===== src/rtl/mult_share_pkg.sv =====
// Shared types and defaults for the multiplier-sharing arbiter.
// Holds the tag carried alongside each in-flight multiply.
package mult_share_pkg;
   localparam int NREQ_DEF    = 4;
   localparam int WIDTH_DEF   = 8;
   localparam int MUL_LAT_DEF = 1;
   localparam int ID_MAX_W    = 3;   // enough for NREQ up to 8

   function automatic int id_w(input int n);
      return (n <= 2) ? 1 : $clog2(n);
   endfunction

   typedef struct packed {
      logic                valid;
      logic [ID_MAX_W-1:0] id;
   } tag_t;
endpackage


===== src/rtl/rr_arbiter.sv =====
// Round-robin arbiter: one-hot grant searching upward from a rotating pointer.
// The pointer moves past the winner only when the caller accepts the grant.
module rr_arbiter
   import mult_share_pkg::*;
#(
   parameter  int NREQ = NREQ_DEF,
   localparam int IDW  = id_w(NREQ)
) (
   input  logic            clk,
   input  logic            rst,
   input  logic [NREQ-1:0] req,
   input  logic            advance,
   output logic [NREQ-1:0] gnt,
   output logic [IDW-1:0]  gidx
);
   logic [IDW-1:0] ptr;
   logic [IDW-1:0] idx;
   logic           hit;

   always_comb begin
      gnt  = '0;
      gidx = '0;
      hit  = 1'b0;
      idx  = '0;
      for (int k = 0; k < NREQ; k++) begin
         idx = IDW'((int'(ptr) + k) % NREQ);
         if (!hit && req[idx]) begin
            hit      = 1'b1;
            gnt[idx] = 1'b1;
            gidx     = idx;
         end
      end
   end

   always_ff @(posedge clk or negedge rst) begin
      if (!rst)
         ptr <= '0;
      else if (advance)
         ptr <= (gidx == IDW'(NREQ - 1)) ? '0 : gidx + 1'b1;
   end
endmodule


===== src/rtl/mult_share_arbiter.sv =====
// Time-shares one external pipelined multiplier among NREQ requesters.
// Each issue is tagged with its requester id; the tag rides alongside the multiply.
module mult_share_arbiter
   import mult_share_pkg::*;
#(
   parameter int NREQ    = NREQ_DEF,
   parameter int WIDTH   = WIDTH_DEF,
   parameter int MUL_LAT = MUL_LAT_DEF
) (
   input  logic                  clk,
   input  logic                  rst,
   input  logic [NREQ-1:0]       req,
   input  logic [NREQ*WIDTH-1:0] op_a,
   input  logic [NREQ*WIDTH-1:0] op_b,
   output logic [NREQ-1:0]       gnt,
   output logic [WIDTH-1:0]      mul_a,
   output logic [WIDTH-1:0]      mul_b,
   input  logic [2*WIDTH-1:0]    mul_p,
   output logic [NREQ-1:0]       res_valid,
   output logic [2*WIDTH-1:0]    res_data,
   output logic                  busy
);
   localparam int IDW = id_w(NREQ);

   logic [IDW-1:0]   gidx;
   logic             issue;
   logic             busy_nxt;
   tag_t [MUL_LAT:0] pipe;

   assign issue = |gnt;

   rr_arbiter #(.NREQ(NREQ)) u_arb (
      .clk     (clk),
      .rst     (rst),
      .req     (req),
      .advance (issue),
      .gnt     (gnt),
      .gidx    (gidx)
   );

   // pipe[0] marks operands presented to the multiplier; pipe[MUL_LAT] lines up
   // with the cycle its product is stable on mul_p.
   always_comb begin
      busy_nxt = issue;
      for (int k = 0; k <= MUL_LAT; k++)
         busy_nxt = busy_nxt | pipe[k].valid;
   end

   always_ff @(posedge clk or negedge rst) begin
      if (!rst) begin
         mul_a     <= '0;
         mul_b     <= '0;
         pipe      <= '0;
         res_valid <= '0;
         res_data  <= '0;
         busy      <= 1'b0;
      end else begin
         if (issue) begin
            mul_a <= op_a[gidx*WIDTH +: WIDTH];
            mul_b <= op_b[gidx*WIDTH +: WIDTH];
         end
         pipe[0].valid <= issue;
         pipe[0].id    <= ID_MAX_W'(gidx);
         for (int k = 1; k <= MUL_LAT; k++)
            pipe[k] <= pipe[k-1];
         res_valid <= '0;
         if (pipe[MUL_LAT].valid) begin
            res_valid <= NREQ'(1) << pipe[MUL_LAT].id;
            res_data  <= mul_p;
         end
         busy <= busy_nxt;
      end
   end
endmodule


===== config.mk =====
export PLATFORM = sky130hd
export DESIGN_NAME = mult_share_arbiter
export DESIGN_NICKNAME = d
export VERILOG_FILES = /design/src/rtl/mult_share_pkg.sv /design/src/rtl/rr_arbiter.sv /design/src/rtl/mult_share_arbiter.sv
export SDC_FILE = /design/constraint.sdc
export NUM_CORES = 1
export LEC_CHECK = 0
export CAP_MARGIN = 10
export CORE_ASPECT_RATIO = 0.5
export CORE_MARGIN = 1.5
export CORE_UTILIZATION = 47
export DETAILED_ROUTE_END_ITERATION = 16
export GPL_TIMING_DRIVEN = 1
export PLACE_DENSITY = 0.86
export SYNTH_ARGS = -nofsm -noshare
export SYNTH_HDL_FRONTEND = slang
export SYNTH_SLANG_ARGS = --single-unit

===== constraint.sdc =====
create_clock -name clk -period 9.8 [get_ports clk]
set_input_delay 2.45 -clock clk [delete_from_list [all_inputs] [get_ports clk]]
set_output_delay 2.45 -clock clk [all_outputs]
set_load 0.02 [all_outputs]

==> summary.md, run 1 <==
| Metric | Value |
|---|---|
| 1st-pass router iterations | `5` |
| Register clock-pin slew on the reported worst setup and hold paths | `~0.060 ns` |
| Register area share after synthesis | `37.4%` |
| Final Hold Fails | `0` |
| Initial antenna violation count | `0` |
| Placed cell area | `around 0.0043 sq mm` |
| Final setup viols | `0` |
| Starting Density | `49.1%` |
| FFs w/ async S/R, synth | `100%` |
| Crit path DAT | `5.13 ns` |
| Clk_skew | `about 0.0022 ns` |
| Antenna diodes | `0` |
| Number of synthesized register bits | `45` |
| Row count | `20` |
| Mean area per synthesized cell | `between 9 and 10 sq um` |
| Post-Syn Nets | `400` |
| Most frequent cells in the layout | `125 x clkdlybuf4s50_1, 45 x dfrtp_1, 31 x nand4_1` |
| Placer's final routability congestion estimate | `between 0.8 and 0.9` |
| Antenna-violating nets left | `0` |
| CTS root buf | `clkbuf_16` |
| F_max | `approximately 130 MHz` |
| Max FO, Critical Path | `19` |
| Top cells by area in the synthesized netlist | `dfrtp_1 37%, nand4_1 6.4%, mux2_2 6.4%, o31ai_1 5.5%, a2111oi_0 4.4%` |
| Status | `complete, no violations` |
| Die ar. | `0.00692 sq mm` |
| Post-CTS setup buffers | `0` |
| Sink Count | `45` |
| Post-synth top area cell | `dfrtp_1` |
| Clock Latency Late Sink | `0.28 ns` |
| Switching part of the total | `between 40% and 50%` |
| Post-DP HPWL | `6680 microns` |
| Maximum VDD drop | `0.000327 V` |
| Post-Route WL | `about 9300 microns` |
| Yosys cell types | `48` |
| Leakage | `1.79 nW` |
| Num ports | `roughly 130` |
| # DRC | `0` |
| Final Max Slew Viols | `0` |
| TritonCTS Buffers | `5` |
| Most common cell after layout, fill and taps aside | `clkdlybuf4s50_1` |
| CP Capture Type | `output port` |
| Psw | `just under 0.0008 W` |
| Pre-CTS WS | `2.24 ns` |
| P_int | `between 0.0008 and 0.0009 W` |
| Setup ws final | `~2.2 ns` |
| IO Port Bufs | `126` |
| Setup TNS | `0 ns` |
| Hold_buf cts | `0` |
| Largest net degree at the start of global routing | `46` |
| Routed len/inst | `around 18 microns` |
| HP Class | `flop to flop` |
| RSZ-0062 raised after global routing | `no` |
| GRT Total Usage | `around 28%` |
| Die Ht | `59.6 microns` |
| Final min period | `around 7.6 ns` |
| Detailed Route Iter0 Violations | `around 420` |
| CTS resizes | `0` |
| Clock power share | `between 10% and 20%` |
| Die W | `~120 microns` |
| Vias in the first global route | `slightly below 3,000` |
| Share of layout cells above drive strength 1 | `a little under an eighth` |
| Clock buffer depth | `2` |
| Syn-to-layout area delta | `47.1%` |
| Pwr/cell area | `about 370 mW/mm^2` |
| EDFF count, synth | `0` |
| GRT overflow | `0` |
| Final worst path period share | `between 70% and 80%` |
| Layout Nets | `slightly above 500` |
| Sequential power share | `19.6%` |
| Global-route wire length before repair | `~15,000 microns` |
| Slew headroom | `approximately a quarter` |
| H-tree levels | `2` |
| Crit path launch type | `primary input` |
| Cell area after layout | `roughly 0.0044 sq mm` |
| Worst Path Required | `7.35 ns` |
| Post-Syn Instances | `just over 300` |
| Comb pwr share | `69.1%` |
| Mapped cell area | `roughly 0.003 sq mm` |
| Max Cap Viol | `0` |
| CP Class | `primary input to output port` |
| Share of the synthesized area in the top cell type | `37.4%` |
| Top_reg_cell synth | `dfrtp_1` |
| CTS tree | `done` |
| Synth warnings | `0` |
| DR vias | `a little over 3,000` |
| Worst Max-Slew Pin Slew | `roughly 1.1 ns` |
| Vias per cell | `between 6 and 7` |
| Core Area | `about 0.0061 sq mm` |
## logic make-up after synthesis
kind of cell	share of synthesized area, %
DFF	37.4
adders and majority gates	2.91
muxes	11.1
and+or+nand+nor	18.3
AOI/OAI and AO/OA	23.1
buffers and inverters	7.23
## worst max-delay path: stages
cell,delay [ns]
clkdlybuf4s50_1,0.55
mux4_2,0.60
nor2b_1,0.20
a221o_1,0.32
o21ai_2,0.31
nand2_1,0.13
clkdlybuf4s50_1,0.58
## area by class of cell
class,instances,area (sq um)
Fill cell,456,1700
Multi-Input combinational cell,213,1670
Timing Repair Buffer,129,1280
Sequential cell,45,1130
Clock buffer,6,129
Tap cell,88,110
Inverter,20,75.1
Clock inverter,2,38.8
## synthesized netlist by cell type, drive strengths merged (2+ instances only)
| cell type | count |
|---|---|
| dfrtp | 45 |
| nand4 | 31 |
| o31ai | 31 |
| nor2 | 21 |
| inv | 19 |
| and3 | 18 |
| mux2 | 18 |
| clkbuf | 17 |
| a211oi | 16 |
| a2111oi | 15 |
| buf | 12 |
| ha | 7 |
| nand2 | 7 |
| a21oi | 5 |
| nand3b | 5 |
| mux2i | 4 |
| mux4 | 4 |
| a21o | 3 |
| a2bb2oi | 3 |
| o21ai | 3 |
| and2 | 2 |
| nand2b | 2 |
| nand3 | 2 |
| nor2b | 2 |
## metrics by stage
step                      total power [W]  hold WS [ns]  instances  util [%]
after detailed placement          0.00143         0.336        495      69.5
final                             0.00163         0.347        503      72.2
after global placement            0.00138         0.336        495      69.5
after floorplan                   0.00110         0.331        307         -
after CTS                         0.00162         0.347        503      72.2
after global routing              0.00174         0.351        503      72.2
## power groups by stage
stage	Clock (W)	Combinational (W)	Sequential [W]
final	0.000186	0.00113	0.000320
after global routing	0.000196	0.00121	0.000329
after CTS	0.000188	0.00112	0.000319
after detailed placement	0	0.00111	0.000322
after global placement	0	0.00106	0.000317
after floorplan	0	0.000725	0.000375
## state kept, by name (all words and copies together) (netlist names)
signal,count
res_data,16
pipe,6
mul_a,8
busy,1
mul_b,8
res_valid,4
u_arb.ptr,2
## worst paths after layout
path / startpoint / to / cells past startpoint / slack, ns
worst max-delay path: req[2] / gnt[2] / 7 / 2.22
worst min-delay path: pipe[1]$_DFF_PN0_ / pipe[5]$_DFF_PN0_ / 0 / 0.35
worst max register to register: u_arb.ptr[0]$_DFFE_PN0P_ / u_arb.ptr[1]$_DFFE_PN0P_ / 9 / 5.40
worst min register to register: pipe[1]$_DFF_PN0_ / pipe[5]$_DFF_PN0_ / 0 / 0.35
max in group asynchronous: rst / mul_a[3]$_DFFE_PN0P_ / 1 / 6.87
min in group asynchronous: rst / mul_b[1]$_DFFE_PN0P_ / 1 / 2.33
## metal layers
| metal | vias up | global-route usage, % | routed length, microns | share of wire, % |
|---|---|---|---|---|
| li1 | 1410 | - | - | - |
| met1 | 1478 | 33.8 | 3760 | 41 |
| met2 | 160 | 49.0 | 4550 | 49 |
| met3 | 32 | 6.95 | 729 | 7.8 |
| met4 | 0 | 7.84 | 244 | 2.6 |
| met5 | - | 0 | 0 | 0 |
Note: power is estimated with default switching activity, not from simulation.
==> run 2: changes to the inputs <==
--- a/config.mk
+++ b/config.mk
@@ -8,10 +8,10 @@
 export CAP_MARGIN = 10
 export CORE_ASPECT_RATIO = 0.5
 export CORE_MARGIN = 1.5
-export CORE_UTILIZATION = 47
+export CORE_UTILIZATION = 39
 export DETAILED_ROUTE_END_ITERATION = 16
 export GPL_TIMING_DRIVEN = 1
-export PLACE_DENSITY = 0.86
+export PLACE_DENSITY = 0.76
 export SYNTH_ARGS = -nofsm -noshare
 export SYNTH_HDL_FRONTEND = slang
 export SYNTH_SLANG_ARGS = --single-unit
==> constraint.sdc (replaced) <==
create_clock -name clk -period 6.9 [get_ports clk]
set_input_delay 1.725 -clock clk [delete_from_list [all_inputs] [get_ports clk]]
set_output_delay 1.725 -clock clk [all_outputs]
set_load 0.02 [all_outputs]
==> run 2 against run 1 <==
  * Routed wire length decreased by 1.1%
  * Register-to-register slack worse by 2.7 ns
  * Total power is 42% higher
  * Sequential power rose by 43%
  * Utilization shrank 12 points
  * Sequential cell count unchanged
  * Non-clock buffer count did not move
  * Combinational power is 41% higher
  * Via count is 0.88% lower
  * Clock skew grew 0.0035 ns
  * Critical path depth stayed put
  * Critical path type unchanged
  * Critical endpoint unchanged
  * Highest routed layer unchanged
==> summary.md, run 2 (synthesized netlist as in run 1, its figures left out) <==
| Metric | Value |
|---|---|
| Status | `complete, no violations` |
| Global-route wire length before repair | `roughly 15,000 microns` |
| R2r startpoint | `u_arb.ptr[1]$_DFFE_PN0P_` |
| Crit path launch type | `primary input` |
| Clock buffer depth | `2` |
| Core Area | `0.00740 sq mm` |
| Post-Route WL | `a little over 9000 microns` |
| Endpoint, Worst Hold | `pipe[4]$_DFF_PN0_` |
| Layout Nets | `approximately 510` |
| Placed cell area | `roughly 0.0043 sq mm` |
| Final worst path period share | `89.1%` |
| Die Ht | `about 65 microns` |
| DR vias | `about 3,100` |
| H-tree levels | `2` |
| Post-CTS setup buffers | `0` |
| Worst Max-Slew Pin Slew | `approximately 1.1 ns` |
| Psw | `between 0.001 and 0.0015 W` |
| Die ar. | `between 0.008 and 0.009 sq mm` |
| IO Port Bufs | `126` |
| Final min period | `6.15 ns` |
| Sink Count | `45` |
| Vias per cell | `5.97` |
| CTS tree | `done` |
| Most frequent cells in the layout | `125 x clkdlybuf4s50_1, 45 x dfrtp_1, 31 x nand4_1` |
| Share of layout cells above drive strength 1 | `about an eighth` |
| F_max | `163 MHz` |
| Slew headroom | `between 20% and 30%` |
| Worst hold start | `pipe[0]$_DFF_PN0_` |
| Leakage | `roughly 1.8 nW` |
| Routed len/inst | `~18 microns` |
| Initial antenna violation count | `0` |
| # DRC | `0` |
| Max Cap Viol | `0` |
| Post-DP HPWL | `approximately 6600 microns` |
| Cell area after layout | `between 0.004 and 0.005 sq mm` |
| Vias in the first global route | `approximately 2,900` |
| Placer's final routability congestion estimate | `roughly 0.90` |
| Worst Path Required | `5.18 ns` |
| Max FO, Critical Path | `19` |
| Hold Path Stages | `0` |
| Switching part of the total | `roughly 49%` |
| Clock power share | `11.5%` |
| P_int | `roughly 0.0012 W` |
| Hold_buf cts | `0` |
| Clk_skew | `0.00564 ns` |
| CTS resizes | `0` |
| Detailed Route Iter0 Violations | `293` |
| Final Hold Fails | `0` |
| HP Class | `flop to flop` |
| Register clock-pin slew on the reported worst setup and hold paths | `around 0.06 ns` |
| Worst reg2reg endpoint | `u_arb.ptr[1]$_DFFE_PN0P_` |
| Pwr/cell area | `between 500 and 600 mW/mm^2` |
| Row count | `22` |
| Starting Density | `40.7%` |
| Antenna-violating nets left | `0` |
| GRT overflow | `0` |
| Top flop regs | `res_data x16, mul_a x8, mul_b x8` |
| Largest reg by FF count | `res_data` |
| CP Class | `primary input to output port` |
| Antenna diodes | `0` |
| 1st-pass router iterations | `8` |
| Syn-to-layout area delta | `47.4%` |
| CP Capture Type | `output port` |
| Clock Latency Late Sink | `around 0.28 ns` |
| Most common cell after layout, fill and taps aside | `clkdlybuf4s50_1` |
| Crit path DAT | `4.42 ns` |
| RSZ-0062 raised after global routing | `no` |
| Comb pwr share | `~69%` |
| Maximum VDD drop | `roughly 0.00048 V` |
| GRT Total Usage | `22.0%` |
| Fillers | `about 630` |
| TritonCTS Buffers | `5` |
| Largest net degree at the start of global routing | `46` |
| Num ports | `127` |
| Sequential power share | `19.7%` |
| Setup TNS | `0 ns` |
| Die W | `about 130 microns` |
| Final Max Slew Viols | `0` |
| CTS root buf | `clkbuf_16` |
| R2R Setup Slk | `2.67 ns` |
| Reg2Reg Depth | `8` |
| Max FFs per register | `16` |
| Final setup viols | `0` |
## run 2: routing by layer
metal,part of all wire [%],wire length (microns),global-route usage [%]
met1,44,4010,29.4
met2,51,4640,38.9
met3,4.7,429,3.50
met4,1.1,97,3.41
met5,0,0,0
## run 2: power by group through the flow
stage	Clock, W	Sequential, W	Combinational [W]
after floorplan	0	0.000532	0.00103
after global placement	0	0.000450	0.00152
after detailed placement	0	0.000459	0.00157
after CTS	0.000271	0.000456	0.00157
after global routing	0.000285	0.000469	0.00170
final	0.000267	0.000456	0.00159
## run 2: worst max path at each step
stage,from,to,slack (ns),cells past startpoint
final,req[2],gnt[2],0.75,7
after floorplan,req[2],gnt[2],1.65,7
after detailed placement,req[2],gnt[2],0.78,7
after CTS,req[2],gnt[2],0.77,7
after global placement,req[2],gnt[2],0.86,7
after global routing,req[2],gnt[2],0.63,7
## run 2: stage by stage
stage,power (W),utilization [%],std cells,setup WS [ns],hold WS (ns)
after global routing,0.00245,59.9,511,0.634,0.347
final,0.00231,59.9,511,0.750,0.346
after global placement,0.00197,57.7,503,0.856,0.336
after CTS,0.00230,59.9,511,0.774,0.346
after floorplan,0.00156,-,307,1.65,0.331
after detailed placement,0.00202,57.7,503,0.783,0.335
## run 2: worst max-delay path, cell delays in order
cell and delay, ns:
clkdlybuf4s50_1 0.54, mux4_2 0.59, nor2b_1 0.20, a221o_1 0.33
o21ai_2 0.32, nand2_1 0.13, clkdlybuf4s50_1 0.58
## run 2: final cells by class
class                      instances  area (sq um)  area share, %
clock buffer                       6           129           2.90
clock inverter                     2          38.8          0.874
inverter                          20          75.1           1.69
multi-input combinational        213          1670           37.6
sequential                        45          1130           25.4
tap                               96           120           2.71
timing repair buffer             129          1280           28.8
